`src/rtl/seg7_scan.sv`:
```
// seg7_scan: 4-digit multiplexed 7-segment hex display scanner.
// Samples a divided scan clock as data and derives one-cycle scan ticks from it.
// Display data is latched into shadow registers once per frame, on entry to
// digit 0. Each digit change leaves the anodes dark for one cycle.
module seg7_scan #(
  parameter bit AN_ACTIVE_LOW  = 1'b1,
  parameter bit SEG_ACTIVE_LOW = 1'b1
) (
  input  logic        clk,
  input  logic        rst,
  input  logic        scan_clk,
  input  logic [15:0] value,
  input  logic [3:0]  dp,
  input  logic [3:0]  digit_en,
  input  logic        lz_blank,
  output logic [3:0]  an,
  output logic [6:0]  seg,
  output logic        dp_out,
  output logic        frame_done
);

  localparam logic [3:0] AN_OFF  = AN_ACTIVE_LOW  ? 4'hF  : 4'h0;
  localparam logic [6:0] SEG_OFF = SEG_ACTIVE_LOW ? 7'h7F : 7'h00;
  localparam logic       DP_OFF  = SEG_ACTIVE_LOW;

  logic        sync1, sync2, sync3;
  logic        tick;
  logic [1:0]  idx;
  logic [15:0] sh_value;
  logic [3:0]  sh_dp;
  logic [3:0]  sh_en;
  logic        sh_lz;
  logic        lit_pend;
  logic        vis_q;

  logic        frame_load;
  logic [1:0]  idx_next;
  logic [15:0] cur_value;
  logic [3:0]  cur_dp;
  logic [3:0]  cur_en;
  logic        cur_lz;
  logic [3:0]  nibble;
  logic        blanked;
  logic        visible;
  logic [6:0]  pattern;
  logic [3:0]  onehot;

  // Hex digit to active-high gfedcba segment pattern.
  function automatic logic [6:0] hex_decode(input logic [3:0] h);
    case (h)
      4'h0: return 7'h3F;
      4'h1: return 7'h06;
      4'h2: return 7'h5B;
      4'h3: return 7'h4F;
      4'h4: return 7'h66;
      4'h5: return 7'h6D;
      4'h6: return 7'h7D;
      4'h7: return 7'h07;
      4'h8: return 7'h7F;
      4'h9: return 7'h6F;
      4'hA: return 7'h77;
      4'hB: return 7'h7C;
      4'hC: return 7'h39;
      4'hD: return 7'h5E;
      4'hE: return 7'h79;
      default: return 7'h71;
    endcase
  endfunction

  // Three-stage sampler of the asynchronous scan clock.
  // NOTE: all sequential state uses non-blocking assignments so every flop
  // samples pre-edge values regardless of block ordering.
  always_ff @(posedge clk or posedge rst) begin
    if (rst) begin
      sync1 <= 1'b0;
      sync2 <= 1'b0;
      sync3 <= 1'b0;
    end else begin
      sync1 <= scan_clk;
      sync2 <= sync1;
      sync3 <= sync2;
    end
  end

  assign tick       = sync2 & ~sync3;
  assign frame_load = tick && (idx == 2'd3);
  assign idx_next   = idx + 2'd1;
  assign onehot     = 4'b0001 << idx;

  // Select the data for the digit being entered, bypassing the shadows on frame entry.
  always_comb begin
    // NOTE: every combinational output gets a default first so no latch is inferred.
    cur_value = sh_value;
    cur_dp    = sh_dp;
    cur_en    = sh_en;
    cur_lz    = sh_lz;
    if (frame_load) begin
      cur_value = value;
      cur_dp    = dp;
      cur_en    = digit_en;
      cur_lz    = lz_blank;
    end
    nibble  = cur_value[{idx_next, 2'b00} +: 4];
    blanked = 1'b0;
    case (idx_next)
      2'd1:    blanked = cur_lz && (cur_value[15:4]  == 12'h000);
      2'd2:    blanked = cur_lz && (cur_value[15:8]  == 8'h00);
      2'd3:    blanked = cur_lz && (cur_value[15:12] == 4'h0);
      default: blanked = 1'b0;
    endcase
    visible = cur_en[idx_next] && !blanked;
    pattern = visible ? hex_decode(nibble) : 7'h00;
  end

  // Frame shadow registers, index advance and output drive.
  always_ff @(posedge clk or posedge rst) begin
    if (rst) begin
      idx        <= 2'd3;
      sh_value   <= 16'h0000;
      sh_dp      <= 4'h0;
      sh_en      <= 4'h0;
      sh_lz      <= 1'b0;
      lit_pend   <= 1'b0;
      vis_q      <= 1'b0;
      an         <= AN_OFF;
      seg        <= SEG_OFF;
      dp_out     <= DP_OFF;
      frame_done <= 1'b0;
    end else begin
      frame_done <= frame_load;
      lit_pend   <= 1'b0;
      if (frame_load) begin
        sh_value <= value;
        sh_dp    <= dp;
        sh_en    <= digit_en;
        sh_lz    <= lz_blank;
      end
      if (tick) begin
        // Dark cycle: anodes off while the segments settle on the new pattern.
        idx      <= idx_next;
        an       <= AN_OFF;
        seg      <= SEG_ACTIVE_LOW ? ~pattern : pattern;
        dp_out   <= SEG_ACTIVE_LOW ? ~(visible & cur_dp[idx_next])
                                   : (visible & cur_dp[idx_next]);
        vis_q    <= visible;
        lit_pend <= 1'b1;
      end else if (lit_pend) begin
        an <= vis_q ? (AN_ACTIVE_LOW ? ~onehot : onehot) : AN_OFF;
      end
    end
  end

endmodule

```
`config.mk`:
```
export PLATFORM = sky130hd
export DESIGN_NAME = seg7_scan
export DESIGN_NICKNAME = d
export VERILOG_FILES = /design/src/rtl/seg7_scan.sv
export SDC_FILE = /design/constraint.sdc
export NUM_CORES = 1
export LEC_CHECK = 0
export ABC_AREA = 1
export BUFFER_PORTS_ARGS = -buffer_cell sky130_fd_sc_hd__buf_4
export CORE_MARGIN = 3
export CORE_UTILIZATION = 30
export DETAILED_ROUTE_END_ITERATION = 8
export PLACE_DENSITY = 0.49
export SLEW_MARGIN = 15
export SYNTH_ARGS = -nofsm -noshare
export SYNTH_HDL_FRONTEND = slang
export SYNTH_SLANG_ARGS = --single-unit
```
`constraint.sdc`:
```
create_clock -name clk -period 5.01 [get_ports clk]
set_input_delay 0.2505 -clock clk [delete_from_list [all_inputs] [get_ports clk]]
set_output_delay 0.2505 -clock clk [all_outputs]
set_load 0.05 [all_outputs]
```
==> metrics.md <==
| Metric | Value |
|---|---|
| Outcome | completed |
| Via count | 2166 |
| Max Root-Sink Buffers | 2 |
| Antenna-violating nets left | 0 |
| Hold_buf cts | 0 |
| # Post-CTS Setup Buffers | 0 |
| Core area | 8260 um^2 |
| Count of cell types in the netlist | 34 |
| Crit path buffers/inverters | 4 |
| Synth warn | 0 |
| Initial DRC Count | 110 |
| Setup violations, final | 0 |
| First-pass GRT wire length | roughly 11000 um |
| ANT cells | 0 |
| Syn_nets | 357 |
| Rows | 33 |
| Synthesized area per cell | approximately 8.1 um^2 |
| Total Power | around 0.0023 W |
| Fin area | 3020 um^2 |
| Number of synthesized register bits | 45 |
| Slowest CP cell | dfstp_2 |
| Number of global-route vias before repair | 2176 |
| Max Transition Viols Final | 0 |
| Grt ovf | 0 |
| Total die area | 9710 um^2 |
| Max_cap viols | 0 |
| WS Path Type | reg2reg |
| # IOs | 41 |
| HPWL after DPL | 4670 um |
| Synth-to-Final Area Change | 17.5% |
| CP Launch Type | register |
| Largest net degree at the start of global routing | 46 |
| Clock Skews | 7.74 ps |
| Post-Synthesis Cell Area | 2570 um^2 |
| Die Height | 98.5 um |
| Clk_lat worst skew | 300 ps |
| Buffers added on ports | 40 |
| Layout fillers | 873 |
| Worst-margin pin slew | 959 ps |
| Seq/Total Area, Yosys | 44.5% |
| Hold Path Class | in2reg |
| Crit path cell chain | ha_1 > nand3_4 > inv_2 > nand2_1 > nand3_1 > nand3_1 > nand2_2 > inv_1 > ha_1 > inv_1 > nand2_1 > nand3_1 > nand2_1 > nand3_1 > nand2_1 > inv_1 |
| CTS tree | done |
| Initial antenna violation count | 0 |
| Drt drc | 0 |
| Final worst-path cycle share | 68.5% |
| Post-CTS sizing | 0 |
| DR pass1 iterations | 4 |
| Fmax | 291 MHz |
| H-tree lvl count | 2 |
| Layout Cells excl Fill | 460 |
| CP required | between 5000 and 6000 ps |
| RePlAce Congestion | between 0.8 and 0.9 |
| CTS Buf Count | 5 |
| Crit Path Max Fanout | 31 |
| Slowest stage delay, CP | approximately 740 ps |
| Fin. Hold Viols | 0 |
| Post-Route WL | 6420 um |
| Cells after Synth | 318 |
| Nets | 393 |
| Vias per cell | ~4.7 |
| CTS root buf | clkbuf_8 |
| RSZ-0062 raised after global routing | no |
| GRT Total Usage | between 10% and 20% |
| Initial Utilization | 31.1% |
| Top cell family by delay on the critical path | simple AND/OR/NAND/NOR gates |
| P_leak | roughly 1.5 nW |
| Share of cells above drive strength 1 | between 20% and 30% |
| Power density over cell area | 759 nW/um^2 |
| Dpl cell area | a little under 3000 um^2 |
| DP Cell Count | between 400 and 500 |
| Setup TNS | 0 ps |
| WP data arrival | 3670 ps |
| CP endpoint kind | register |
| Tmin final | 3430 ps |
| Peak supply drop | 0.212 mV |
| Worst rel slew slack | between 30% and 40% |
| DIE WIDTH | 98.5 um |
| Clk sink count | 45 |
| Routed WL per cell | about 14 um |
| Reg clk slew, reported paths | 80 ps |
==> flip-flops by register name, summed over array words and instances, names as in the netlist <==
signal / count
sh_lz: 1
seg: 7
vis_q: 1
sync2: 1
sync1: 1
sh_dp: 4
sh_value: 16
dp_out: 1
lit_pend: 1
frame_done: 1
an: 4
idx: 2
sync3: 1
sh_en: 4
==> cells in the final DEF, fill, tap and decap left out <==
cell type,netlist,final
clkbuf_8,0,6
o22ai_1,1,1
nand2_1,94,94
o21ai_2,3,3
and2_1,3,3
ha_1,11,11
o211ai_1,1,1
nand3_1,35,35
nor2_2,2,2
nand3_2,4,4
inv_1,24,23
nand2_4,3,3
nand3_4,1,1
nand4_1,9,9
nand3b_1,2,2
nor3_1,4,4
o21ai_0,6,6
clkinv_1,1,1
xor2_1,1,1
nand2_2,13,13
or2_0,1,1
a21oi_1,6,6
buf_4,2,40
inv_4,1,1
clkbuf_1,2,1
inv_2,3,4
nor2_1,29,29
bufinv_16,0,1
dfrtp_1,31,31
or2_2,3,3
dfstp_2,14,14
nor2_4,1,1
==> final cells by class <==
type / count / area (um^2) / share of cell area [%]
clock buffer: 7 / 86.3 / 2.86
tap: 105 / 131 / 4.35
multi-input combinational: 233 / 1210 / 40.3
inverter: 29 / 111 / 3.69
sequential: 45 / 1140 / 37.9
clock inverter: 1 / 30.0 / 0.995
timing repair buffer: 40 / 300 / 9.95
==> cells in the mapped netlist <==
library cell	instances	area share (%)
nor3_1	4	0.78
nand3_2	4	1.6
clkbuf_1	2	0.29
dfrtp_1	31	30
nand4_1	9	2.2
nor2_2	2	0.49
nand2_2	13	3.2
nand3_4	1	0.68
nor2_4	1	0.44
buf_6	2	0.88
nand3b_1	2	0.58
o211ai_1	1	0.29
nor2_1	29	4.2
dfstp_2	14	14
nand3_1	35	6.8
o21ai_0	6	1.2
inv_1	24	3.5
nand2_1	94	14
or2_2	3	0.73
xor2_1	1	0.34
clkinv_1	1	0.15
o22ai_1	1	0.24
buf_2	2	0.39
inv_2	3	0.44
nand2_4	3	1.3
o21ai_2	3	1.0
or2_0	1	0.24
inv_4	1	0.24
ha_1	11	5.4
a21oi_1	6	1.2
buf_12	2	1.6
buf_4	2	0.58
and2_1	3	0.73
buf_1	1	0.15
==> logic make-up (layout without fill, tap and decap cells) <==
group	after synthesis	after routing	synth area share, %
AND/OR/NAND/NOR	204	204	37.7
flip-flops	45	45	44.5
buffers and inverters	40	77	8.18
AO/OA/AOI/OAI	17	17	3.90
adder cells (fa/ha/maj)	11	11	5.36
XOR/XNOR	1	1	0.341
==> where the power goes <==
part,internal (W),switching (W)
clock,0.000163,0.000125
combinational,0.000455,0.000932
sequential,0.000541,0.0000768
total,0.00116,0.00113
==> per-layer routing <==
layer	global-route usage, %	routed length [um]
met4	5.04	108
met1	18.9	3070
met3	2.69	217
met2	22.3	3020
met5	0	0
==> per-stage QoR <==
stage | hold slack, ps | util, % | worst slack, ps
2_1_floorplan | 282 | - | 2650
3_3_place_gp | 334 | 35.1 | 1680
3_5_place_dp | 335 | 35.1 | 1570
4_1_cts | 42.8 | 36.5 | 1550
5_1_grt | 37.2 | 36.5 | 1140
6_report | 54.3 | 36.5 | 1580
==> path summary, 6_finish.rpt <==
| path | startpoint | endpoint | slack (ps) | cells past startpoint |
|---|---|---|---|---|
| max | idx[0]$_DFFE_PP1P_ | seg[3]$_DFFE_PP1P_ | 1580 | 16 |
| min | scan_clk | sync1$_DFF_PP0_ | 50 | 1 |
| max reg2reg | idx[0]$_DFFE_PP1P_ | seg[3]$_DFFE_PP1P_ | 1580 | 16 |
| min reg2reg | sync1$_DFF_PP0_ | sync2$_DFF_PP0_ | 350 | 0 |
| max in group asynchronous | rst | sh_value[6]$_DFF_PP0_ | 4250 | 2 |
| min in group asynchronous | rst | vis_q$_DFFE_PP0P_ | 170 | 2 |
Power figures use the tool's default switching activity.
